`config.mk`:
```
export PLATFORM = sky130hd
export DESIGN_NAME = exe_mdu_iter_flat
export DESIGN_NICKNAME = d
export VERILOG_FILES = /design/src/rtl/exe_mdu_iter_if.sv /design/src/rtl/exe_mdu_iter.sv /design/src/flat_wrapper.sv
export SDC_FILE = /design/constraint.sdc
export NUM_CORES = 2
export LEC_CHECK = 0
export CORE_UTILIZATION = 50
export CTS_CLUSTER_DIAMETER = 120
export DETAILED_ROUTE_END_ITERATION = 6
export PLACE_DENSITY = 0.65
export SLEW_MARGIN = 5
export SYNTH_ARGS = -nofsm -noshare
export SYNTH_HDL_FRONTEND = slang
export SYNTH_SLANG_ARGS = --single-unit
```
`constraint.sdc`:
```
create_clock -name clk -period 17.79 [get_ports clk]
set_input_delay 1.779 -clock clk [delete_from_list [all_inputs] [get_ports clk]]
set_output_delay 1.779 -clock clk [all_outputs]
set_load 0.005 [all_outputs]
```
`src/rtl/exe_mdu_iter_if.sv`:
```
// Request/response bundle between the EXE stage and the iterative multiply/divide unit.
// The master is the EXE stage, and the slave is the MDU.
interface exe_mdu_iter_if #(
    parameter int WIDTH = 32
);
    logic             flush;
    logic             start;
    logic [2:0]       op;
    logic [WIDTH-1:0] src_a;
    logic [WIDTH-1:0] src_b;
    logic [WIDTH-1:0] hi_in;
    logic [WIDTH-1:0] lo_in;
    logic             stall;
    logic             busy;
    logic             done;
    logic [WIDTH-1:0] result_hi;
    logic [WIDTH-1:0] result_lo;

    modport master (
        output flush, start, op, src_a, src_b, hi_in, lo_in,
        input  stall, busy, done, result_hi, result_lo
    );

    modport slave (
        input  flush, start, op, src_a, src_b, hi_in, lo_in,
        output stall, busy, done, result_hi, result_lo
    );
endinterface

```
`src/rtl/exe_mdu_iter.sv`:
```
// Iterative multiply / multiply-accumulate / restoring-divide unit for the EXE stage.
// state | meaning
// IDLE  | waiting for an accepted MDU instruction
// MUL   | multiply latency down-count
// DIV   | restoring divide iterations on operand magnitudes
// FIX   | apply quotient/remainder signs
// DONE  | result valid, done pulse
module exe_mdu_iter #(
    parameter int WIDTH       = 32,
    parameter int DIV_BITS    = 1,
    parameter int MUL_LATENCY = 2
) (
    input  logic          clk,
    input  logic          resetn,
    exe_mdu_iter_if.slave mdu
);
    localparam int N        = WIDTH / DIV_BITS;
    localparam int CMAX     = (N > MUL_LATENCY) ? N : MUL_LATENCY;
    localparam int CW       = $clog2(CMAX + 1);
    localparam int MUL_LOAD = (MUL_LATENCY > 1) ? MUL_LATENCY - 2 : 0;

    typedef enum logic [2:0] {S_IDLE, S_MUL, S_DIV, S_FIX, S_DONE} state_t;

    state_t           state, state_nxt;
    logic [2:0]       op_q;
    logic [WIDTH-1:0] a_q, b_q, hi_q, lo_q;
    logic [CW-1:0]    cnt;
    logic [WIDTH-1:0] rem_q, quo_q, dvs_q;
    logic             q_neg, r_neg;
    logic [WIDTH-1:0] res_hi, res_lo;

    logic             accept, is_div_in, b_zero_in, in_signed, a_neg_in, b_neg_in;
    logic [WIDTH-1:0] mag_a, mag_b;
    logic [2:0]       m_op;
    logic [WIDTH-1:0] m_a, m_b, m_hi, m_lo;
    logic [2*WIDTH-1:0] ext_a, ext_b, prod, mul_res;
    logic [WIDTH:0]   r_t;
    logic [WIDTH-1:0] q_t, q_fix, r_fix;

    always_comb begin
        is_div_in = (mdu.op[2:1] == 2'b01);
        b_zero_in = (mdu.src_b == '0);
        in_signed = ~mdu.op[0];
        accept    = (state == S_IDLE) & mdu.start & ~mdu.flush;
        a_neg_in  = in_signed & mdu.src_a[WIDTH-1];
        b_neg_in  = in_signed & mdu.src_b[WIDTH-1];
        mag_a     = a_neg_in ? -mdu.src_a : mdu.src_a;
        mag_b     = b_neg_in ? -mdu.src_b : mdu.src_b;
    end

    always_ff @(posedge clk or negedge resetn) begin
        if (!resetn) state <= S_IDLE;
        else         state <= state_nxt;
    end

    always_comb begin
        state_nxt = state;
        if (mdu.flush) begin
            state_nxt = S_IDLE;
        end else begin
            case (state)
                S_IDLE: if (mdu.start) begin
                    if (is_div_in)             state_nxt = b_zero_in ? S_DONE : S_DIV;
                    else if (MUL_LATENCY == 1) state_nxt = S_DONE;
                    else                       state_nxt = S_MUL;
                end
                S_MUL:   if (cnt == '0) state_nxt = S_DONE;
                S_DIV:   if (cnt == '0) state_nxt = S_FIX;
                S_FIX:   state_nxt = S_DONE;
                S_DONE:  state_nxt = S_IDLE;
                default: state_nxt = S_IDLE;
            endcase
        end
    end

    // With single-cycle multiply the result is formed in IDLE, before operands are latched.
    always_comb begin
        m_op  = (state == S_IDLE) ? mdu.op    : op_q;
        m_a   = (state == S_IDLE) ? mdu.src_a : a_q;
        m_b   = (state == S_IDLE) ? mdu.src_b : b_q;
        m_hi  = (state == S_IDLE) ? mdu.hi_in : hi_q;
        m_lo  = (state == S_IDLE) ? mdu.lo_in : lo_q;
        ext_a = ~m_op[0] ? {{WIDTH{m_a[WIDTH-1]}}, m_a} : {{WIDTH{1'b0}}, m_a};
        ext_b = ~m_op[0] ? {{WIDTH{m_b[WIDTH-1]}}, m_b} : {{WIDTH{1'b0}}, m_b};
        prod  = ext_a * ext_b;
        case (m_op[2:1])
            2'b10:   mul_res = {m_hi, m_lo} + prod;
            2'b11:   mul_res = {m_hi, m_lo} - prod;
            default: mul_res = prod;
        endcase
    end

    always_comb begin
        r_t = {1'b0, rem_q};
        q_t = quo_q;
        for (int i = 0; i < DIV_BITS; i++) begin
            r_t = {r_t[WIDTH-1:0], q_t[WIDTH-1]};
            q_t = {q_t[WIDTH-2:0], 1'b0};
            if (r_t >= {1'b0, dvs_q}) begin
                r_t    = r_t - {1'b0, dvs_q};
                q_t[0] = 1'b1;
            end
        end
        q_fix = q_neg ? -quo_q : quo_q;
        r_fix = r_neg ? -rem_q : rem_q;
    end

    always_ff @(posedge clk or negedge resetn) begin
        if (!resetn) begin
            op_q   <= '0;
            a_q    <= '0;
            b_q    <= '0;
            hi_q   <= '0;
            lo_q   <= '0;
            cnt    <= '0;
            rem_q  <= '0;
            quo_q  <= '0;
            dvs_q  <= '0;
            q_neg  <= 1'b0;
            r_neg  <= 1'b0;
            res_hi <= '0;
            res_lo <= '0;
        end else begin
            if (accept) begin
                op_q  <= mdu.op;
                a_q   <= mdu.src_a;
                b_q   <= mdu.src_b;
                hi_q  <= mdu.hi_in;
                lo_q  <= mdu.lo_in;
                rem_q <= '0;
                quo_q <= mag_a;
                dvs_q <= mag_b;
                q_neg <= a_neg_in ^ b_neg_in;
                r_neg <= a_neg_in;
                cnt   <= is_div_in ? CW'(N - 1) : CW'(MUL_LOAD);
            end else if ((state == S_MUL || state == S_DIV) && cnt != '0) begin
                cnt <= cnt - 1'b1;
            end
            if (state == S_DIV) begin
                rem_q <= r_t[WIDTH-1:0];
                quo_q <= q_t;
            end
            // state_nxt is only DONE when no flush is present.
            if (state_nxt == S_DONE) begin
                if (state == S_FIX) begin
                    res_hi <= r_fix;
                    res_lo <= q_fix;
                end else if (state == S_IDLE && is_div_in) begin
                    res_hi <= mdu.src_a;
                    res_lo <= '1;
                end else begin
                    res_hi <= mul_res[2*WIDTH-1:WIDTH];
                    res_lo <= mul_res[WIDTH-1:0];
                end
            end
        end
    end

    always_comb begin
        mdu.busy      = (state != S_IDLE);
        mdu.done      = (state == S_DONE) & ~mdu.flush;
        mdu.stall     = mdu.start & ~mdu.done & ~mdu.flush;
        mdu.result_hi = res_hi;
        mdu.result_lo = res_lo;
    end
endmodule

```
`src/flat_wrapper.sv`:
```
// flat-port wrapper written by rule: the top's interface ports become plain ports
module exe_mdu_iter_flat 
#(
    parameter int WIDTH       = 32,
    parameter int DIV_BITS    = 1,
    parameter int MUL_LATENCY = 2
)
  (clk, resetn, mdu_flush, mdu_start, mdu_op, mdu_src_a, mdu_src_b, mdu_hi_in, mdu_lo_in, mdu_stall, mdu_busy, mdu_done, mdu_result_hi, mdu_result_lo);
  exe_mdu_iter_if #(.WIDTH(WIDTH)) mdu_i ();
  input  logic clk;
  input  logic resetn;
  input wire logic [$bits(mdu_i.flush)-1:0] mdu_flush;
  input wire logic [$bits(mdu_i.start)-1:0] mdu_start;
  input wire logic [$bits(mdu_i.op)-1:0] mdu_op;
  input wire logic [$bits(mdu_i.src_a)-1:0] mdu_src_a;
  input wire logic [$bits(mdu_i.src_b)-1:0] mdu_src_b;
  input wire logic [$bits(mdu_i.hi_in)-1:0] mdu_hi_in;
  input wire logic [$bits(mdu_i.lo_in)-1:0] mdu_lo_in;
  output wire logic [$bits(mdu_i.stall)-1:0] mdu_stall;
  output wire logic [$bits(mdu_i.busy)-1:0] mdu_busy;
  output wire logic [$bits(mdu_i.done)-1:0] mdu_done;
  output wire logic [$bits(mdu_i.result_hi)-1:0] mdu_result_hi;
  output wire logic [$bits(mdu_i.result_lo)-1:0] mdu_result_lo;
  assign mdu_i.flush = mdu_flush;
  assign mdu_i.start = mdu_start;
  assign mdu_i.op = mdu_op;
  assign mdu_i.src_a = mdu_src_a;
  assign mdu_i.src_b = mdu_src_b;
  assign mdu_i.hi_in = mdu_hi_in;
  assign mdu_i.lo_in = mdu_lo_in;
  assign mdu_stall = mdu_i.stall;
  assign mdu_busy = mdu_i.busy;
  assign mdu_done = mdu_i.done;
  assign mdu_result_hi = mdu_i.result_hi;
  assign mdu_result_lo = mdu_i.result_lo;
  exe_mdu_iter #(.WIDTH(WIDTH), .DIV_BITS(DIV_BITS), .MUL_LATENCY(MUL_LATENCY)) u_core (.clk(clk), .resetn(resetn), .mdu(mdu_i));
endmodule
```
# Word level (Yosys, flattened, before mapping)
# Index checks and enable logic that the tools add are counted.
# totals
reg_bits	302
input_bits	135
out_inout_bits	67
word_cells	85
# classes
addsub	8
n_mul	1
order_cmp	1
n_eq_ne	8
n_mux	32
bitwise	11
n_reduce_logical	10
# ops
op	n
2-to-1 mux 32 bit	17
2-to-1 mux 64 bit	2
negation 32 bit	4
case mux 64 bit (2 select lines)	1
adder 64 bit	1
multiplier 64 x 64 -> 64 bit	1
subtractor 64 bit	1
greater-or-equal comparator 33 x 32 -> 1 bit	1
zero test 32 bit	1
subtractor 32 bit	1
2-to-1 mux 3 bit	7
2-to-1 mux 6 bit	2
case mux 3 bit (4 select lines)	1
AND 1 bit	7
equality test 3 x 2 -> 1 bit, second input constant	2
equality test 3 bit, second input constant	2
zero test 6 bit	1
nonzero test 6 bit	1
subtractor 6 x 1 -> 6 bit, second input constant	1
2-to-1 mux 5 bit	1
equality test 2 bit, second input constant	2
nonzero test 2 bit	2
equality test 3 x 1 -> 1 bit, second input constant	1
zero test 3 bit	1
7 further kinds	10

# Longest topological paths before layout
# depth
word_depth	8
ltp_mapped	58
depth_no_buf	52

# Worst setup path after synthesis
# Ideal clock, no wire load.
# synth_path
path_kind	flip-flop to flip-flop
from	register u_core.state[1]
to	register u_core.res_hi[30], in the netlist u_core.mdu.result_hi[30]
setup_ns	0.121
arrival_ns	13.485
required_ns	17.669
setup_slack_ns	4.184
path_stages_with_launch	51
path_buffers	8
synth_period_minus_slack_ns	13.606
path_cell_list	dfrtp_1 buf_2 nor3_1 clkbuf_1 clkbuf_1 buf_1 clkbuf_1 nand2_1 nand2_1 clkbuf_1 nand2_1 fa_1 inv_1 fa_1 fa_1 fa_1 inv_1 fa_1 (+15 left out) o21ai_1 xnor2_1 nand4b_1 or4_1 nor4b_2 a21oi_1 xor2_1 ha_1 clkbuf_1 a21oi_1 o21bai_1 and2_1 o21a_1 o21ai_0 nand2b_1 a21o_1 o311a_1 a22o_1
# synth_between
elab_chain_len	8
word_cells_on_any_way	26
cone_classes	add/sub (2); mul (1); eq/ne (6); mux (15); reduce/logical (2)
# synth_lines
element	line_no	text
start: declaration	exe_mdu_iter.sv:24	state_t state, state_nxt;
start signal: assignment	exe_mdu_iter.sv:53	else state <= state_nxt;
zero test 3 bit	-	
2-to-1 mux 32 bit, or another cell as far along	exe_mdu_iter.sv:79	m_a = (state == S_IDLE) ? mdu.src_a : a_q;
2-to-1 mux 64 bit (on tied branches)	exe_mdu_iter.sv:83, exe_mdu_iter.sv:84	
multiplier 64 x 64 -> 64 bit	exe_mdu_iter.sv:85	prod = ext_a * ext_b;
subtractor 64 bit / adder 64 bit (equally long branches)	exe_mdu_iter.sv:88, exe_mdu_iter.sv:87	
case mux 64 bit (2 select lines)	exe_mdu_iter.sv:86	case (m_op[2:1])
2-to-1 mux 32 bit	exe_mdu_iter.sv:148	end else if (state == S_IDLE && is_div_in) begin
2-to-1 mux 32 bit	exe_mdu_iter.sv:145	if (state == S_FIX) begin
end signal: assignment	exe_mdu_iter.sv:146	res_hi <= r_fix;
end signal: assignment	exe_mdu_iter.sv:149	res_hi <= mdu.src_a;
end signal: assignment	exe_mdu_iter.sv:152	res_hi <= mul_res[2*WIDTH-1:WIDTH];
end: declaration	exe_mdu_iter.sv:30	logic [WIDTH-1:0] res_hi, res_lo;
# Parallel ways exist; a longest one is shown, timed or not.
# A chain may end at the register's enable or synchronous reset.

# Worst setup path in the final report
# layout_path
from	input port mdu_op[0]
to	register u_core.res_hi[30], in the netlist u_core.mdu.result_hi[30]
# layout_between
elab_chain_len	7
word_cells_on_any_way	9
cone_classes	add/sub (2); mul (1); mux (6)
# layout_lines
element	line_no	text
start: declaration	flat_wrapper.sv:14	input wire logic [$bits(mdu_i.op)-1:0] mdu_op;
2-to-1 mux 3 bit (*)	exe_mdu_iter.sv:78	m_op = (state == S_IDLE) ? mdu.op : op_q;
2-to-1 mux 64 bit (on tied branches)	exe_mdu_iter.sv:83, exe_mdu_iter.sv:84	
multiplier 64 x 64 -> 64 bit (*)	exe_mdu_iter.sv:85	
subtractor 64 bit / adder 64 bit (equally long branches)	exe_mdu_iter.sv:88, exe_mdu_iter.sv:87	
case mux 64 bit (2 select lines) (*)	exe_mdu_iter.sv:86	
2-to-1 mux 32 bit (*)	exe_mdu_iter.sv:148	
2-to-1 mux 32 bit (*)	exe_mdu_iter.sv:145	
# Mark *: on every way between the ends. The rest lies on a longest branch, timed or not.

==> impl_metrics.env <==
export IMPL_status="finished with violations"
export IMPL_failed_checks="DRC"
export IMPL_worst_setup_path_type="in2reg"
export IMPL_endpoint_kind="flip-flop"
export IMPL_avgSynthCellArea_um2=8.44
export IMPL_holdBufCountCts=0
export IMPL_antenna_found_initial=21
export IMPL_pin_count=202
export IMPL_cts_resized=0
export IMPL_dp_hpwl_um=220000
export IMPL_totalWireLength_um=268000
export IMPL_drtPass1Iterations=7
export IMPL_hold_path_class="reg2reg"
export IMPL_place_gp_congestion=1.02
export IMPL_drc_errors=4
export IMPL_synth_ff_type="dfrtp_1"
export IMPL_cts_buffers_inserted=34
export IMPL_portBuffers=201
export IMPL_timing_slew_headroom=0.0513
export IMPL_critical_path_top_delay_family="adder cells"
export IMPL_critPathBufInv=8
export IMPL_htree_levels=2
export IMPL_multiInputGateArea_um2=56400
export IMPL_fin_crit_ns=15.89
export IMPL_syn_to_final_growth_pct=8.14
export IMPL_slowest_delay_ns=1.24
export IMPL_setup_viol=0
export IMPL_grt_pass1_vias=62900
export IMPL_start_kind="input pin"
export IMPL_synth_common_cells="inv_1 (1,604), nand2_1 (1,563), fa_1 (1,435)"
export IMPL_cts_tree="done"
export IMPL_synth_nets=10400
export IMPL_die_w_um=379
export IMPL_synth_edf_count=0
export IMPL_critPathMaxFanout=22
export IMPL_nFillCells=13200
export IMPL_clkTransAtPathRegs_ns=0.06
export IMPL_crit_top_cell="fa_1"
export IMPL_crit_required_ns=18.27
export IMPL_vias=60200
export IMPL_final_hold_violation_count=0
export IMPL_netlist_instances=8434
export IMPL_seq_area_um2=7530
export IMPL_grt_max_degree=149
export IMPL_clockBufferDepth=3
export IMPL_cpMaxStageDelayCell="o21ai_2"
export IMPL_die_area_um2=144000
export IMPL_fmax_ghz=0.0629
export IMPL_drt_iter0_markers=5855
export IMPL_tns_ns=0
export IMPL_num_rows=138
export IMPL_period_share=0.893
export IMPL_ys_seq_area_frac=0.106
export IMPL_syn_cell_area_um2=71200
export IMPL_synth_top_area_share=0.404
export IMPL_start_util=0.503
export IMPL_die_h_um=379
export IMPL_cts_sinks=301
export IMPL_synth_async_sr_flop_share=1.00
export IMPL_nNetsFinal=10400
export IMPL_via_per_inst=5.80
export IMPL_routedWlPerCell_um=25.8
export IMPL_skew_ns=0.0210
export IMPL_cts_root_buf="clkbuf_16"
export IMPL_ant_nets=0
export IMPL_synth_top_cell_by_area="fa_1"
export IMPL_critPathArrivalTime_ns=16.38
export IMPL_synthTopCellsByArea="fa_1 (40%), dfrtp_1 (11%), inv_1 (8.5%)"
export IMPL_postCtsSetupBuffers=0
export IMPL_worst_pin_slew_ns=1.42
export IMPL_yosysMostFrequentCell="inv_1"
export IMPL_drive_above_1_share=0.0421
export IMPL_clk_latency_ns=0.61
export IMPL_grt_ovfl_total=0
export IMPL_grt_pass1_wl_um=400000
export IMPL_yosys_cell_types_count=95
export IMPL_drv_slew=0
export IMPL_ys_seq_elements=301
export IMPL_core_area_um2=141000
export IMPL_rsz0062_at_grt="false"
export IMPL_yosys_warnings=0
export IMPL_maxCapViolations=0
export IMPL_grt_usage=0.381
## worst min-delay path, delay by kind of cell (launching register included)
kind,cells,cell delay [ns]
flip-flops,1,0.34
AND/OR/NAND/NOR,2,0.10
## layout make-up
cell class,count,area share
antenna,4,0.000130
clock buffer,42,0.0121
clock inverter,17,0.00380
inverter,1606,0.0784
multi-input combinational,6133,0.732
sequential,301,0.0979
tap,1890,0.0307
timing repair buffer,388,0.0446
## layer usage
layer / routed length [um] / global-route usage / up-vias
li1: - / - / 26000
met1: 99100 / 0.465 / 30300
met2: 121000 / 0.605 / 3064
met3: 25700 / 0.0843 / 863
met4: 22100 / 0.259 / 22
met5: 130 / 0 / -
## state kept, by name, indices dropped and copies added (netlist names)
signal	flops
u_core.state	3
u_core.r_neg	1
u_core.a_q	32
u_core.mdu.result_lo	32
u_core.quo_q	32
u_core.rem_q	32
u_core.cnt	6
u_core.hi_q	32
u_core.mdu.result_hi	32
u_core.dvs_q	32
u_core.b_q	31
u_core.q_neg	1
u_core.op_q	3
u_core.lo_q	32
## layout by cell type, fill, tap and decap left out, drive strengths merged, types with 42 or more instances in the layout
cell type and count:
inv 1605, nand2 1563, fa 1435, nor2 774
ha 401, o21ai 303, dfrtp 301, a21oi 262
xnor2 223, clkdlybuf4s50 200, buf 188, xor2 129
a21o 105, mux2i 102, nor3 83, nand3 76
clkbuf 42
## logic make-up after synthesis
group,share of synthesized area
mux,0.0153
compound gates,0.0952
buf+inv,0.106
flops,0.106
fa+ha+maj,0.474
simple gates,0.160
xor+xnor,0.0436
## path summary, 6_finish.rpt
path / start / to / slack, ns / cells after the start
worst max-delay path: mdu_op[0] / u_core.mdu.result_hi[30] / 1.90 / 44
worst min-delay path: u_core.hi_q[11] / u_core.hi_q[11] / 0.47 / 2
worst max register to register: u_core.state[1] / u_core.mdu.result_hi[30] / 2.32 / 44
worst min register to register: u_core.hi_q[11] / u_core.hi_q[11] / 0.47 / 2
max in group asynchronous: resetn / u_core.hi_q[7] / 15.11 / 2
min in group asynchronous: resetn / u_core.rem_q[7] / 1.24 / 1
## through the flow
step                      utilization  instances  instance area, um^2  setup WS [ns]  hold WS, ns
final                           0.544      10400                77000           1.90        0.471
after CTS                       0.544      10400                77000           2.19        0.476
after detailed placement        0.536      10300                75700           1.59        0.462
after floorplan                     -       8434                71200           4.18        0.445
after global routing            0.544      10400                77000          0.990        0.495
after global placement          0.536      10300                75700           1.76        0.458
Power is left out: the tool's default activity adds up to more than one toggle a clock period on the data nets, which glitch-free logic cannot reach.
